`src/rtl/fpu_mac_avalon_master.sv`:
```
// fpu_mac_avalon_master
//   Avalon-MM master feeding a pipelined FPU MAC slave. It buffers 64-bit
//   operand words and writes each pair back to back (A word, then B word). It
//   honours waitrequest. After a pair whose B word carries the last flag, it
//   reads the accumulated result and strobes it out for one cycle.
//
// Ports
//   clk, reset    : rising-edge clock, asynchronous active-low reset
//   in_valid/in_data/in_last/in_ready : operand word stream (even = A, odd = B)
//   address/writedata/write/read/readdata/waitrequest : Avalon-MM master side
//   res_valid/res_data : one-cycle result strobe with captured readdata
//   busy          : FSM not idle or buffer not empty
//   job_count     : pairs completed since reset (wrapping)
module fpu_mac_avalon_master #(
    parameter int unsigned FIFO_DEPTH = 4,
    parameter logic [2:0]  ADDR_A     = 3'd0,
    parameter logic [2:0]  ADDR_B     = 3'd1,
    parameter logic [2:0]  ADDR_RES   = 3'd1
) (
    input  logic        clk,
    input  logic        reset,
    input  logic        in_valid,
    input  logic [63:0] in_data,
    input  logic        in_last,
    output logic        in_ready,
    output logic [2:0]  address,
    output logic [63:0] writedata,
    output logic        write,
    output logic        read,
    input  logic [63:0] readdata,
    input  logic        waitrequest,
    output logic        res_valid,
    output logic [63:0] res_data,
    output logic        busy,
    output logic [15:0] job_count
);

    localparam int unsigned AW = $clog2(FIFO_DEPTH);
    localparam logic [AW:0] FULL_FILL = (AW+1)'(FIFO_DEPTH);
    localparam logic [AW:0] PAIR_FILL = (AW+1)'(2);

    typedef enum logic [2:0] {
        st_idle,
        st_wr_a,
        st_wr_b,
        st_rd,
        st_rsp
    } state_t;

    state_t state, state_nxt;

    // Buffer entry: {last flag, data}. Pointers carry one extra wrap bit.
    logic [64:0]   mem [FIFO_DEPTH];
    logic [AW:0]   wr_ptr, rd_ptr, fill;
    logic [AW-1:0] rd_idx, rd_idx_n;
    logic          full, empty, push, pop, parity_b;

    logic [2:0]  address_nxt;
    logic [63:0] writedata_nxt, res_data_nxt;
    logic        write_nxt, read_nxt, res_valid_nxt, job_inc;

    assign fill     = wr_ptr - rd_ptr;
    assign full     = (fill == FULL_FILL);
    assign empty    = (fill == '0);
    assign in_ready = !full;
    assign push     = in_valid && !full;
    assign rd_idx   = rd_ptr[AW-1:0];
    assign rd_idx_n = rd_idx + AW'(1);
    assign busy     = (state != st_idle) || !empty;

    // The last flag is kept only on B words, so a stray in_last on an A word
    // never triggers a result read.
    always_ff @(posedge clk) begin
        if (push) begin
            mem[wr_ptr[AW-1:0]] <= {in_last && parity_b, in_data};
        end
    end

    always_ff @(posedge clk or negedge reset) begin
        if (!reset) begin
            wr_ptr   <= '0;
            rd_ptr   <= '0;
            parity_b <= 1'b0;
        end else begin
            if (push) begin
                wr_ptr   <= wr_ptr + (AW+1)'(1);
                parity_b <= !parity_b;
            end
            if (pop) begin
                rd_ptr <= rd_ptr + (AW+1)'(1);
            end
        end
    end

    always_ff @(posedge clk or negedge reset) begin
        if (!reset) begin
            state     <= st_idle;
            address   <= '0;
            writedata <= '0;
            write     <= 1'b0;
            read      <= 1'b0;
            res_valid <= 1'b0;
            res_data  <= '0;
            job_count <= '0;
        end else begin
            state     <= state_nxt;
            address   <= address_nxt;
            writedata <= writedata_nxt;
            write     <= write_nxt;
            read      <= read_nxt;
            res_valid <= res_valid_nxt;
            res_data  <= res_data_nxt;
            if (job_inc) begin
                job_count <= job_count + 16'd1;
            end
        end
    end

    // Bus outputs are registered. Each state computes the values to present
    // in the next state, so the next-state logic also produces the next bus
    // values. Holding them (the defaults) keeps the bus stable under waitrequest.
    always_comb begin
        state_nxt     = state;
        address_nxt   = address;
        writedata_nxt = writedata;
        write_nxt     = write;
        read_nxt      = read;
        res_valid_nxt = 1'b0;
        res_data_nxt  = res_data;
        pop           = 1'b0;
        job_inc       = 1'b0;
        case (state)
            st_idle: begin
                // Both words must be buffered so that A and B issue back to back.
                if (fill >= PAIR_FILL) begin
                    state_nxt     = st_wr_a;
                    address_nxt   = ADDR_A;
                    writedata_nxt = mem[rd_idx][63:0];
                    write_nxt     = 1'b1;
                end
            end
            st_wr_a: begin
                if (!waitrequest) begin
                    pop           = 1'b1;
                    state_nxt     = st_wr_b;
                    address_nxt   = ADDR_B;
                    writedata_nxt = mem[rd_idx_n][63:0];
                end
            end
            st_wr_b: begin
                if (!waitrequest) begin
                    pop       = 1'b1;
                    job_inc   = 1'b1;
                    write_nxt = 1'b0;
                    if (mem[rd_idx][64]) begin
                        state_nxt   = st_rd;
                        address_nxt = ADDR_RES;
                        read_nxt    = 1'b1;
                    end else begin
                        state_nxt = st_idle;
                    end
                end
            end
            st_rd: begin
                if (!waitrequest) begin
                    read_nxt      = 1'b0;
                    res_data_nxt  = readdata;
                    res_valid_nxt = 1'b1;
                    state_nxt     = st_rsp;
                end
            end
            st_rsp: begin
                state_nxt = st_idle;
            end
            default: begin
                state_nxt = st_idle;
            end
        endcase
    end

endmodule

```
`config.mk`:
```
export PLATFORM = sky130hd
export DESIGN_NAME = fpu_mac_avalon_master
export DESIGN_NICKNAME = d
export VERILOG_FILES = /design/src/rtl/fpu_mac_avalon_master.sv
export SDC_FILE = /design/constraint.sdc
export NUM_CORES = 1
export LEC_CHECK = 0
export BUFFER_PORTS_ARGS = -buffer_cell sky130_fd_sc_hd__buf_2
export CAP_MARGIN = 10
export CORE_MARGIN = 1
export CORE_UTILIZATION = 61
export DETAILED_ROUTE_END_ITERATION = 16
export MAX_ROUTING_LAYER = met4
export PLACE_DENSITY_LB_ADDON = 0.3
export SKIP_LAST_GASP = 1
export SLEW_MARGIN = 20
export SYNTH_ARGS = -nofsm -noshare
export SYNTH_HDL_FRONTEND = slang
export SYNTH_SLANG_ARGS = --single-unit
```
`constraint.sdc`:
```
create_clock -name clk -period 11.51 [get_ports clk]
set_input_delay 1.7265 -clock clk [delete_from_list [all_inputs] [get_ports clk]]
set_output_delay 1.7265 -clock clk [all_outputs]
set_load 0.02 [all_outputs]
```
==> results.ini <==
[cells_and_area]
final_cell_mix=buf_2 (281), edfxtp_1 (260), dfrtp_1 (156), mux4_2 (129), nand2_1 (79)
fin_nets=1389
num-fill-cells=1764
layout_commonest_cell=buf_2
drive_gt1_share_pct=43.6
syn_to_final_growth_pct=17.6

[timing]
period_share_pct=38.5
timing_hold_violations_final=0
skew_ps=15.1
setup_slack_ps=7070
maxSlewViolCount=0
worstMarginPinSlew_ps=1060
rsz0062_at_grt=false
setup_violations=0
tns_ps=0
slew_headroom_pct=29.6
clock.fmax_mhz=225
fin_crit_ps=4440

[floorplan]
design.core.area_mm2=0.0282
io_pins=285
dieArea_mm2=0.0297
rows=61
fp.dieH_um=172
initial_utilization_pct=62.8
fp.dieW_um=172

[placed_design]
place_hpwl_um=22100
port_buffers=282
place_ws_ps=7620
routabilityCongestion=0.783

[min_path]
min_path_type=reg -> reg

[global_route]
grt.total_usage_pct=25.3
grt_pass1_wl_um=54200
antenna_found_initial=9
grt-ovfl-total=0
grt_max_degree=91
grt_pass1_vias=10100

[critical_path]
cp_max_fo=37
crit_path_end_kind=primary output
required_ps=9780
path_class=reg -> out
start_kind=flop
arrival_ps=2710

[clock_tree]
ctsResizeCount=0
post-cts-setup-buffers=0
ctsHoldBuffers=0
numCtsBuffers=43
cts_max_path_buffers=3
cts.reportedPaths.clkPinSlew_ps=60
clock_latency_ps=530
htreeDepth=2
numClockSinks=418
cts_tree=yes
cts-root-buf=clkbuf_16

[synthesis]
yosysSeqAreaShare_pct=66.5
syn_inst=974
synth.avg_cell_area_um2=18.2
netlist_area_mm2=0.0177
yosys.cell_types.count=39
yosys_warnings=0
ys_ff_latch=418

[routing]
postRouteAntennaNets=0
wire_per_inst_um=21.5
vias=9766
routed_wl_um=35900
vias_per_cell=5.85
drt-initial-drc-count=685
drt_pass1_iterations=4
drc_errors=0

[pwr]
p_leak_nw=8.06
p_per_area_mw_per_mm2=308
vdd_drop_max_v=0.000220

[job]
drv_cap=0

[outcome]
status=complete, no violations

[worst max-delay path, stage by stage (launching register included)]
cell and delay (ps):
dfrtp_4 710, ha_1 290, fa_1 370, xor3_1 300, nor2_1 230, nand3_1 110
buf_2 170
[area by class of cell]
cell class / count / area (µm²) / share of cell area, %
Clock inverter: 13 / 179 / 0.861
Inverter: 4 / 15.0 / 0.0722
Antenna cell: 10 / 25.0 / 0.120
Clock buffer: 65 / 1200 / 5.77
Tap cell: 378 / 473 / 2.28
Sequential cell: 418 / 11800 / 56.6
Timing Repair Buffer: 291 / 1510 / 7.24
Multi-Input combinational cell: 490 / 5620 / 27.0
[sequential cells by signal (all words and copies together), names as in the netlist, 3 cells and up]
name,flops
res_data,64
job_count,16
mem,260
writedata,64
state,3
wr_ptr,3
rd_ptr,3
[Yosys cell counts]
cell type    n  area (µm²)
and3_1       2        12.5
nand4_1      3        18.8
buf_2       43         215
nand2b_1     2        12.5
mux4_2     129        2910
o311a_1      1        10.0
xnor2_1     16         140
mux2i_1     64         641
xor2_1       5        43.8
o21ai_1      2        10.0
ha_1         7        87.6
nor4_4       1        21.3
inv_1        4        15.0
a21oi_1      2        10.0
nand3b_1     1        7.51
o21ai_0     63         315
edfxtp_1   260        7810
buf_6        1        11.3
nor2_1      10        37.5
conb_1       1        3.75
or3_1        1        6.26
o31ai_1      1        7.51
clkbuf_1    13        48.8
nand2_1     79         297
or4b_4       1        13.8
nor4b_2      1        15.0
dfrtp_1    158        3950
buf_4        6        45.0
mux2_2      66         743
fa_1         1        20.0
a31oi_2      1        12.5
and2_1       9        56.3
o211ai_2     1        12.5
xor3_1       1        23.8
nand3_1     11        55.1
o22ai_1      1        6.26
nor3_1       3        15.0
nor2b_1      2        12.5
o31a_1       1        8.76
[final timing paths]
| kind | endpoint | cells past startpoint | from | slack [ps] |
|---|---|---|---|---|
| worst min register to register | writedata[8] | 2 | writedata[8] | 470 |
| max in group asynchronous | res_data[23] | 2 | reset | 8760 |
| worst max-delay path | busy | 6 | rd_ptr[0] | 7070 |
| worst min-delay path | writedata[8] | 2 | writedata[8] | 470 |
| min in group asynchronous | writedata[38] | 1 | reset | 1260 |
| worst max register to register | mem[3][37] | 6 | rd_ptr[0] | 7860 |
[per-stage QoR]
stage               total power (W)  utilization [%]  instances  hold WS [ps]  cell area [µm²]
floorplan                   0.00435                -        975           434            17700
global placement            0.00499             68.7       1580           456            19400
detailed placement          0.00511             68.8       1581           465            19400
CTS                         0.00648             73.7       1659           478            20800
global route                0.00676             73.8       1668           496            20800
finish                      0.00640             73.8       1669           473            20800
[per-layer routing]
metal  global-route usage [%]  wire length [µm]
met1                     29.4             13700
met2                     44.0             19200
met3                     5.24              2360
met4                     8.23               757
met5                        -                 0
[logic make-up after synthesis]
group           after synthesis  share of synthesized area (%)
compound gates               73                           2.22
other cells                   1                         0.0212
flops                       418                           66.5
buf+inv                      67                           1.90
fa+ha+maj                     8                          0.609
simple gates                126                           3.28
xor+xnor                     22                           1.17
mux                         259                           24.3
[power breakdown]
part	leakage, nW	switching, W	internal, W	total, W
Sequential	4.32	0.000311	0.00214	0.00246
Combinational	3.08	0.00142	0.00119	0.00260
Clock	0.671	0.000535	0.000810	0.00135
Note: power is estimated with default switching activity, not from simulation.
